==> config.mk <==
export PLATFORM = sky130hd
export DESIGN_NAME = btn_cmd_arbiter
export DESIGN_NICKNAME = d
export VERILOG_FILES = /design/src/rtl/btn_cmd_arbiter_pkg.sv /design/src/rtl/btn_edge_flag.sv /design/src/rtl/btn_cmd_arbiter.sv
export SDC_FILE = /design/constraint.sdc
export NUM_CORES = 1
export LEC_CHECK = 0
export CORE_ASPECT_RATIO = 0.75
export CORE_MARGIN = 4
export CORE_UTILIZATION = 54
export DETAILED_ROUTE_END_ITERATION = 10
export HOLD_SLACK_MARGIN = 0.1
export PLACE_DENSITY = 0.77
export SYNTH_ARGS = -nofsm -noshare
export SYNTH_HDL_FRONTEND = slang
export SYNTH_SLANG_ARGS = --single-unit
==> constraint.sdc <==
create_clock -name clk -period 5.1 [get_ports clk]
set_clock_uncertainty 0.15 [all_clocks]
set_input_delay 1.02 -clock clk [delete_from_list [all_inputs] [get_ports clk]]
set_output_delay 1.02 -clock clk [all_outputs]
set_load 0.01 [all_outputs]
==> src/rtl/btn_cmd_arbiter_pkg.sv <==
// btn_cmd_arbiter_pkg: command codes and arbiter FSM states shared with the game FSM.
package btn_cmd_arbiter_pkg;

    localparam logic [1:0] CMD_NONE  = 2'b00;
    localparam logic [1:0] CMD_LEFT  = 2'b01;
    localparam logic [1:0] CMD_RIGHT = 2'b10;
    localparam logic [1:0] CMD_DROP  = 2'b11;

    localparam logic [1:0] ST_IDLE_ENC    = 2'd0;
    localparam logic [1:0] ST_ISSUE_ENC   = 2'd1;
    localparam logic [1:0] ST_LOCKOUT_ENC = 2'd2;

    typedef enum logic [1:0] {
        ST_IDLE    = ST_IDLE_ENC,
        ST_ISSUE   = ST_ISSUE_ENC,
        ST_LOCKOUT = ST_LOCKOUT_ENC
    } state_e;

endpackage

==> src/rtl/btn_edge_flag.sv <==
// btn_edge_flag: falling-edge detect on an active-low button with a sticky pending flag.
module btn_edge_flag (
    input  logic clk,
    input  logic rst,
    input  logic en_i,
    input  logic btn_n_i,
    input  logic clr_i,
    output logic pend_o
);

    logic prev_q;
    logic pend_q;
    logic fall;

    assign fall   = prev_q & ~btn_n_i;
    assign pend_o = pend_q;

    // A new edge beats a same-cycle grant clear so the press is not lost.
    always_ff @(posedge clk) begin
        if (rst) begin
            prev_q <= 1'b1;
            pend_q <= 1'b0;
        end else begin
            prev_q <= btn_n_i;
            pend_q <= en_i ? ((pend_q & ~clr_i) | fall) : 1'b0;
        end
    end

endmodule

==> src/rtl/btn_cmd_arbiter.sv <==
// btn_cmd_arbiter: turns button presses into prioritised, handshaked game commands
// with a fixed lockout between consecutive commands.
module btn_cmd_arbiter
    import btn_cmd_arbiter_pkg::*;
#(
    parameter int LOCKOUT_CLKS = 25000
) (
    input  logic       clk,
    input  logic       rst,
    input  logic       en,
    input  logic       btn_left_n,
    input  logic       btn_right_n,
    input  logic       btn_drop_n,
    output logic       cmd_valid,
    input  logic       cmd_ready,
    output logic [1:0] cmd_code,
    output logic       busy
);

    localparam int LK = (LOCKOUT_CLKS < 1) ? 1 : LOCKOUT_CLKS;
    localparam int CW = $clog2(LK + 1);
    localparam logic [CW-1:0] LAST = CW'(LK - 1);

    state_e        state_q, state_d;
    logic [1:0]    code_q, code_d;
    logic [CW-1:0] cnt_q, cnt_d;
    logic [2:0]    pend;
    logic [2:0]    clr;

    btn_edge_flag u_left  (.clk(clk), .rst(rst), .en_i(en), .btn_n_i(btn_left_n),  .clr_i(clr[0]), .pend_o(pend[0]));
    btn_edge_flag u_right (.clk(clk), .rst(rst), .en_i(en), .btn_n_i(btn_right_n), .clr_i(clr[1]), .pend_o(pend[1]));
    btn_edge_flag u_drop  (.clk(clk), .rst(rst), .en_i(en), .btn_n_i(btn_drop_n),  .clr_i(clr[2]), .pend_o(pend[2]));

    always_ff @(posedge clk) begin
        if (rst) begin
            state_q <= ST_IDLE;
            code_q  <= CMD_NONE;
            cnt_q   <= '0;
        end else begin
            state_q <= state_d;
            code_q  <= code_d;
            cnt_q   <= cnt_d;
        end
    end

    // Grant priority: DROP > LEFT > RIGHT; grants are suppressed while input is disabled.
    always_comb begin
        state_d = state_q;
        code_d  = code_q;
        cnt_d   = cnt_q;
        clr     = 3'b000;
        case (state_q)
            ST_IDLE: begin
                if (en && |pend) begin
                    state_d = ST_ISSUE;
                    code_d  = pend[2] ? CMD_DROP : pend[0] ? CMD_LEFT : CMD_RIGHT;
                    clr     = pend[2] ? 3'b100 : pend[0] ? 3'b001 : 3'b010;
                end
            end
            ST_ISSUE: begin
                if (cmd_ready) begin
                    state_d = ST_LOCKOUT;
                    cnt_d   = '0;
                end
            end
            ST_LOCKOUT: begin
                cnt_d = cnt_q + 1'b1;
                if (cnt_q == LAST) begin
                    state_d = ST_IDLE;
                    cnt_d   = '0;
                end
            end
            default: state_d = ST_IDLE;
        endcase
    end

    assign cmd_valid = (state_q == ST_ISSUE);
    assign cmd_code  = cmd_valid ? code_q : CMD_NONE;
    assign busy      = (state_q != ST_IDLE);

endmodule
* Yosys cells after proc, flatten, opt, wreduce, memory -nomap -nowiden *
Cells that the tools add are included.

word-level totals
  logic and storage cells = 55
  input bits = 7
  output and inout port bits = 4
  bits in registers = 25

operators by class
  equal/unequal tests = 6
  muxes and demuxes = 14
  bitwise gates (word level) = 16
  add/sub/neg operators = 1
  reduce and logical (&&, ||, !) cells = 9

operators by type and width
  cell                     number
  $mux W15                 2
  $pmux W15 S2             1
  $add A15 B1 Y15 const B  1
  $eq A15 B15 Y1 const B   1
  $mux W2                  7
  $mux W3                  3
  $not A1 Y1               7
  $and A1 B1 Y1            6
  $pmux W2 S3              1
  $ne A2 B2 Y1 const B     2
  $reduce_and A2 Y1        2
  $reduce_bool A2 Y1       2
  $or A1 B1 Y1             3
  $reduce_and A3 Y1        1
  $reduce_or A3 Y1         1
  $eq A2 B1 Y1 const B     1
  $eq A2 B2 Y1 const B     1
  $logic_not A2 Y1         1
  $ne A2 B1 Y1 const B     1
  $reduce_or A2 Y1         1
  $logic_and A1 B1 Y1      1

* Longest topological paths before layout *
  depth in word-level cells = 7
  depth in mapped cells = 6
  depth with buffers taken out = 5

* By module *
Synthesis repeated with hierarchy kept, for this count alone.

second synthesis, totals
  cell total of the unflattened synthesis = 135
  area total of the unflattened synthesis = 1315.0 sq um

by module, submodules not included
  module           instances  cells each  area an instance (sq um)  seq. area each (sq um)
  btn_cmd_arbiter  1          114         1048.5                    380.4
  btn_edge_flag    3          7           88.8                      40.0

* Worst setup path before layout *
No wires, ideal clock.

  path kind = input -> register
  from = in cmd_ready
  to = reg cnt_q[7]
  path slack = 2.804 ns
  arrival = 2.077 ns
  stages = 4
  library setup time = 0.070 ns
  data required time = 4.880 ns
  path buffers = 0
  cells stage by stage = nand3b_1 > a211o_1 > or4b_1 > a21oi_1

on the way
  cells in the longest elaborated chain, start to end = 2

RTL lines
  element                      line                   text
  from (decl)                  btn_cmd_arbiter.sv:15  input logic cmd_ready,
  $ne A2 B1 Y1 (no line)       n/a
  $reduce_and A2 Y1 (no line)  n/a
  to (signal assigned)         btn_cmd_arbiter.sv:42  cnt_q <= cnt_d;
  to (decl)                    btn_cmd_arbiter.sv:26  logic [CW-1:0] cnt_q, cnt_d;

No other way between the ends.
A chain may end at the register's enable or synchronous reset.

* Worst setup path after layout *
  from = reg state_q[0]
  to = out cmd_code[0]

on the way
  cells in the longest elaborated chain, start to end = 2

RTL lines
  element                 line                   text
  from (decl)             btn_cmd_arbiter.sv:24  state_e state_q, state_d;
  from (signal assigned)  btn_cmd_arbiter.sv:40  state_q <= state_d;
  $eq A2 B1 Y1            btn_cmd_arbiter.sv:77  assign cmd_valid = (state_q == ST_ISSUE);
  $mux W2                 btn_cmd_arbiter.sv:78  assign cmd_code = cmd_valid ? code_q : CMD_NONE;
  to (decl)               btn_cmd_arbiter.sv:16  output logic [1:0] cmd_code,

No other way between the ends.

==> results.yml <==
global_route:
  grt_pass1_wl_um: 3980
  grt_pass1_vias: 850
  grt_max_degree: 15
  antenna_found_initial: 0
  grtUsageTotal_pct: 15.9
  grt-ovfl-total: 0
route:
  num_vias: 1015
  first_pass_iters: 4
  drt-initial-drc-count: 61
  wire_per_inst_um: 13.2
  routed_wl_um: 2250
  vias_per_cell: 5.97
  drc: 0
  antenna_left: 0
synth:
  syn_avg_cell_area_sq_um: 8.82
  synth_top_flop_cell: "dfxtp_1"
  yosysMostFrequentCell: "dfxtp_1"
  synth_edf_count: 0
  syn_area_sq_mm: 0.00119
  syn-num-nets: 143
  yosys.area.top_type_share_pct: 42.0
  synth_top_cell_by_area: "dfxtp_1"
  ys_ff_latch: 25
  netlist_top_cells_count: "dfxtp_1, nor2_1, a21oi_1"
  yosys_warnings: 0
  ys_types: 37
  synthArstFlopShare_pct: 0
  syn_inst: 135
  synthTopCellsByArea: "dfxtp_1, a21oi_1, nor2_1, xnor2_1, o21ai_0"
  seq_area_frac_synth_pct: 42.0
final_layout:
  fin_nets: 155
  multi_input_area_sq_um: 661
  fillers: 183
  drive_gt1_share_pct: 8.90
  insertedDiodeCount: 0
  seq_area_sq_um: 500
  final_cells: 170
  area_delta_synth_final_pct: 11.7
clocking:
  cts_tree: "built"
  cts-root-buf: "clkbuf_4"
  cts.clk_slew.worst_paths_ns: 0.13
  cts.sinks: 25
  max-clock-path-buffers: 2
  numCtsBuffers: 3
  clk_latency_ns: 0.31
  cts_hold_buf: 0
  cts_resized: 0
  htree_levels: 1
  post_cts_buffers: 0
placement:
  dp_hpwl_um: 1690
  place_congestion: 0.764
  pre_cts_ws_ns: 2.17
  io_buffers: 10
  placedCellCount: 166
run_status:
  outcome: "finished, final reports clean"
timing:
  hold_violations: 0
  max_freq_mhz: 343
  relSlewSlack_pct: 64.1
  fin_tns_setup_ns: 0
  holdWs_ns: 0.314
  setup_viol: 0
  worst_slew_pin_slew_ns: 0.526
  min_period_over_period_pct: 57.1
  min_period_ns: 2.91
  finalWorstSetupSlack_ns: 2.19
  rsz0062_at_grt: "false"
  slew_viol_final: 0
critical_path:
  setup.worst_path.end_class: "output port"
  crit_fanout: 7
  worstSetupPathType: "reg -> out"
  crit_start: "state_q[0]"
  cp-start-kind: "flop"
  worstPathArrival_ns: 1.74
  cp_data_required_time_ns: 3.93
  reg2reg_from: "cnt_q[3]"
power_and_ir_drop:
  p_sw_w: 0.0000743
  power_w: 0.000317
  p_leak_nw: 0.418
  p_clk_share_pct: 26.7
  vdd_drop_max_mv: 0.219
  p_sw_share_pct: 23.4
  sequentialPowerShare_pct: 64.2
  p_int_w: 0.000243
  p_per_area_mw_per_mm2: 239
  p_comb_share_pct: 9.1
die:
  num_io_pins: 11
  core.rowCount: 14
  core_area_sq_mm: 0.00205
  fp.dieH_um: 48.7
  die_w_um: 62.2
  floorplan.initialDensity_pct: 58.1
  die-area_sq_mm: 0.00303
hold_path:
  min_path_type: "reg -> reg"
  holdCritStartpoint: "u_right.prev_q"
run:
  cap_viol_max_count: 0
## metrics by stage
step | instance area [sq um] | utilization, %
finish | 1330 | 64.9
global route | 1330 | 64.9
CTS | 1330 | 64.9
detailed placement | 1300 | 63.6
global placement | 1300 | 63.6
floorplan | 1190 | -
## sequential cells by signal, summed over array words and instances (netlist names)
register,flops
u_right.pend_o,1
u_right.prev_q,1
u_left.pend_o,1
state_q,2
code_q,2
cnt_q,15
u_drop.prev_q,1
u_left.prev_q,1
u_drop.pend_o,1
## power groups by stage
stage | Combinational [W] | Sequential [W] | Clock (W)
after global placement | 0.0000282 | 0.000208 | 0
after global routing | 0.0000318 | 0.000205 | 0.000104
after detailed placement | 0.0000288 | 0.000208 | 0
after floorplan | 0.0000192 | 0.000207 | 0
after CTS | 0.0000290 | 0.000204 | 0.0000890
final | 0.0000288 | 0.000204 | 0.0000849
## layout make-up
cell class / count / area share, %
clock buffer: 3 / 1.69
clock inverter: 1 / 0.376
inverter: 3 / 0.847
multi-input combinational: 104 / 49.7
sequential: 25 / 37.6
tap: 24 / 2.26
timing repair buffer: 10 / 7.53
## critical path, stage by stage, from the launching register on
cell	delay, ns
dfxtp_1	0.45
nor2b_1	0.28
and2_1	0.17
clkdlybuf4s50_1	0.53
## layer usage
layer / share of wire (%) / routed length [um] / GRT usage (%)
met2: 41 / 923 / 20.5
met1: 53 / 1190 / 24.8
met5: 0 / 0 / 0
met4: 0.58 / 13 / 3.25
met3: 5.4 / 121 / 5.56
## cell usage in the layout (no fill, tap or decap)
master and count:
and2b_2 1, o2111ai_1 1, nand2_1 9, or2_2 4
o31ai_1 3, a211o_1 2, nor2_1 16, clkbuf_4 3
xor2_1 3, a31oi_1 1, dfxtp_1 25, a22oi_1 1
nor3b_1 1, o41a_1 1, nand2b_1 5, or3_1 3
o21ai_0 7, and3b_2 1, a21oi_1 12, nand3_1 6
o41ai_1 1, or4_1 2, ha_1 1, inv_1 3
clkdlybuf4s50_1 10, nand3b_1 1, nand4_1 2, or3b_2 1
clkinv_2 1, xnor2_1 5, nor2b_1 2, a2111oi_0 2
nand4bb_2 1, a211oi_1 2, and2_1 2, o21bai_4 1
or4b_1 3, a221oi_1 1
## path summary, 6_finish.rpt
| kind | slack (ns) | end | depth (start not counted) |
|---|---|---|---|
| worst max-delay path | 2.19 | cmd_code[0] | 3 |
| worst min-delay path | 0.31 | u_right.pend_o | 2 |
| worst max register to register | 2.98 | cnt_q[4] | 4 |
| worst min register to register | 0.31 | u_right.pend_o | 2 |
## cells by family after synthesis
group                    count (synthesis)  share of synthesized area [%]
AND/OR/NAND/NOR                         60                           28.6
XOR/XNOR                                 8                           5.88
buffers and inverters                    6                           2.52
adder cells (fa/ha/maj)                  1                           1.05
flip-flops                              25                           42.0
AO/OA/AOI/OAI                           35                           20.0
No activity file was read; power rests on OpenSTA's default activity.
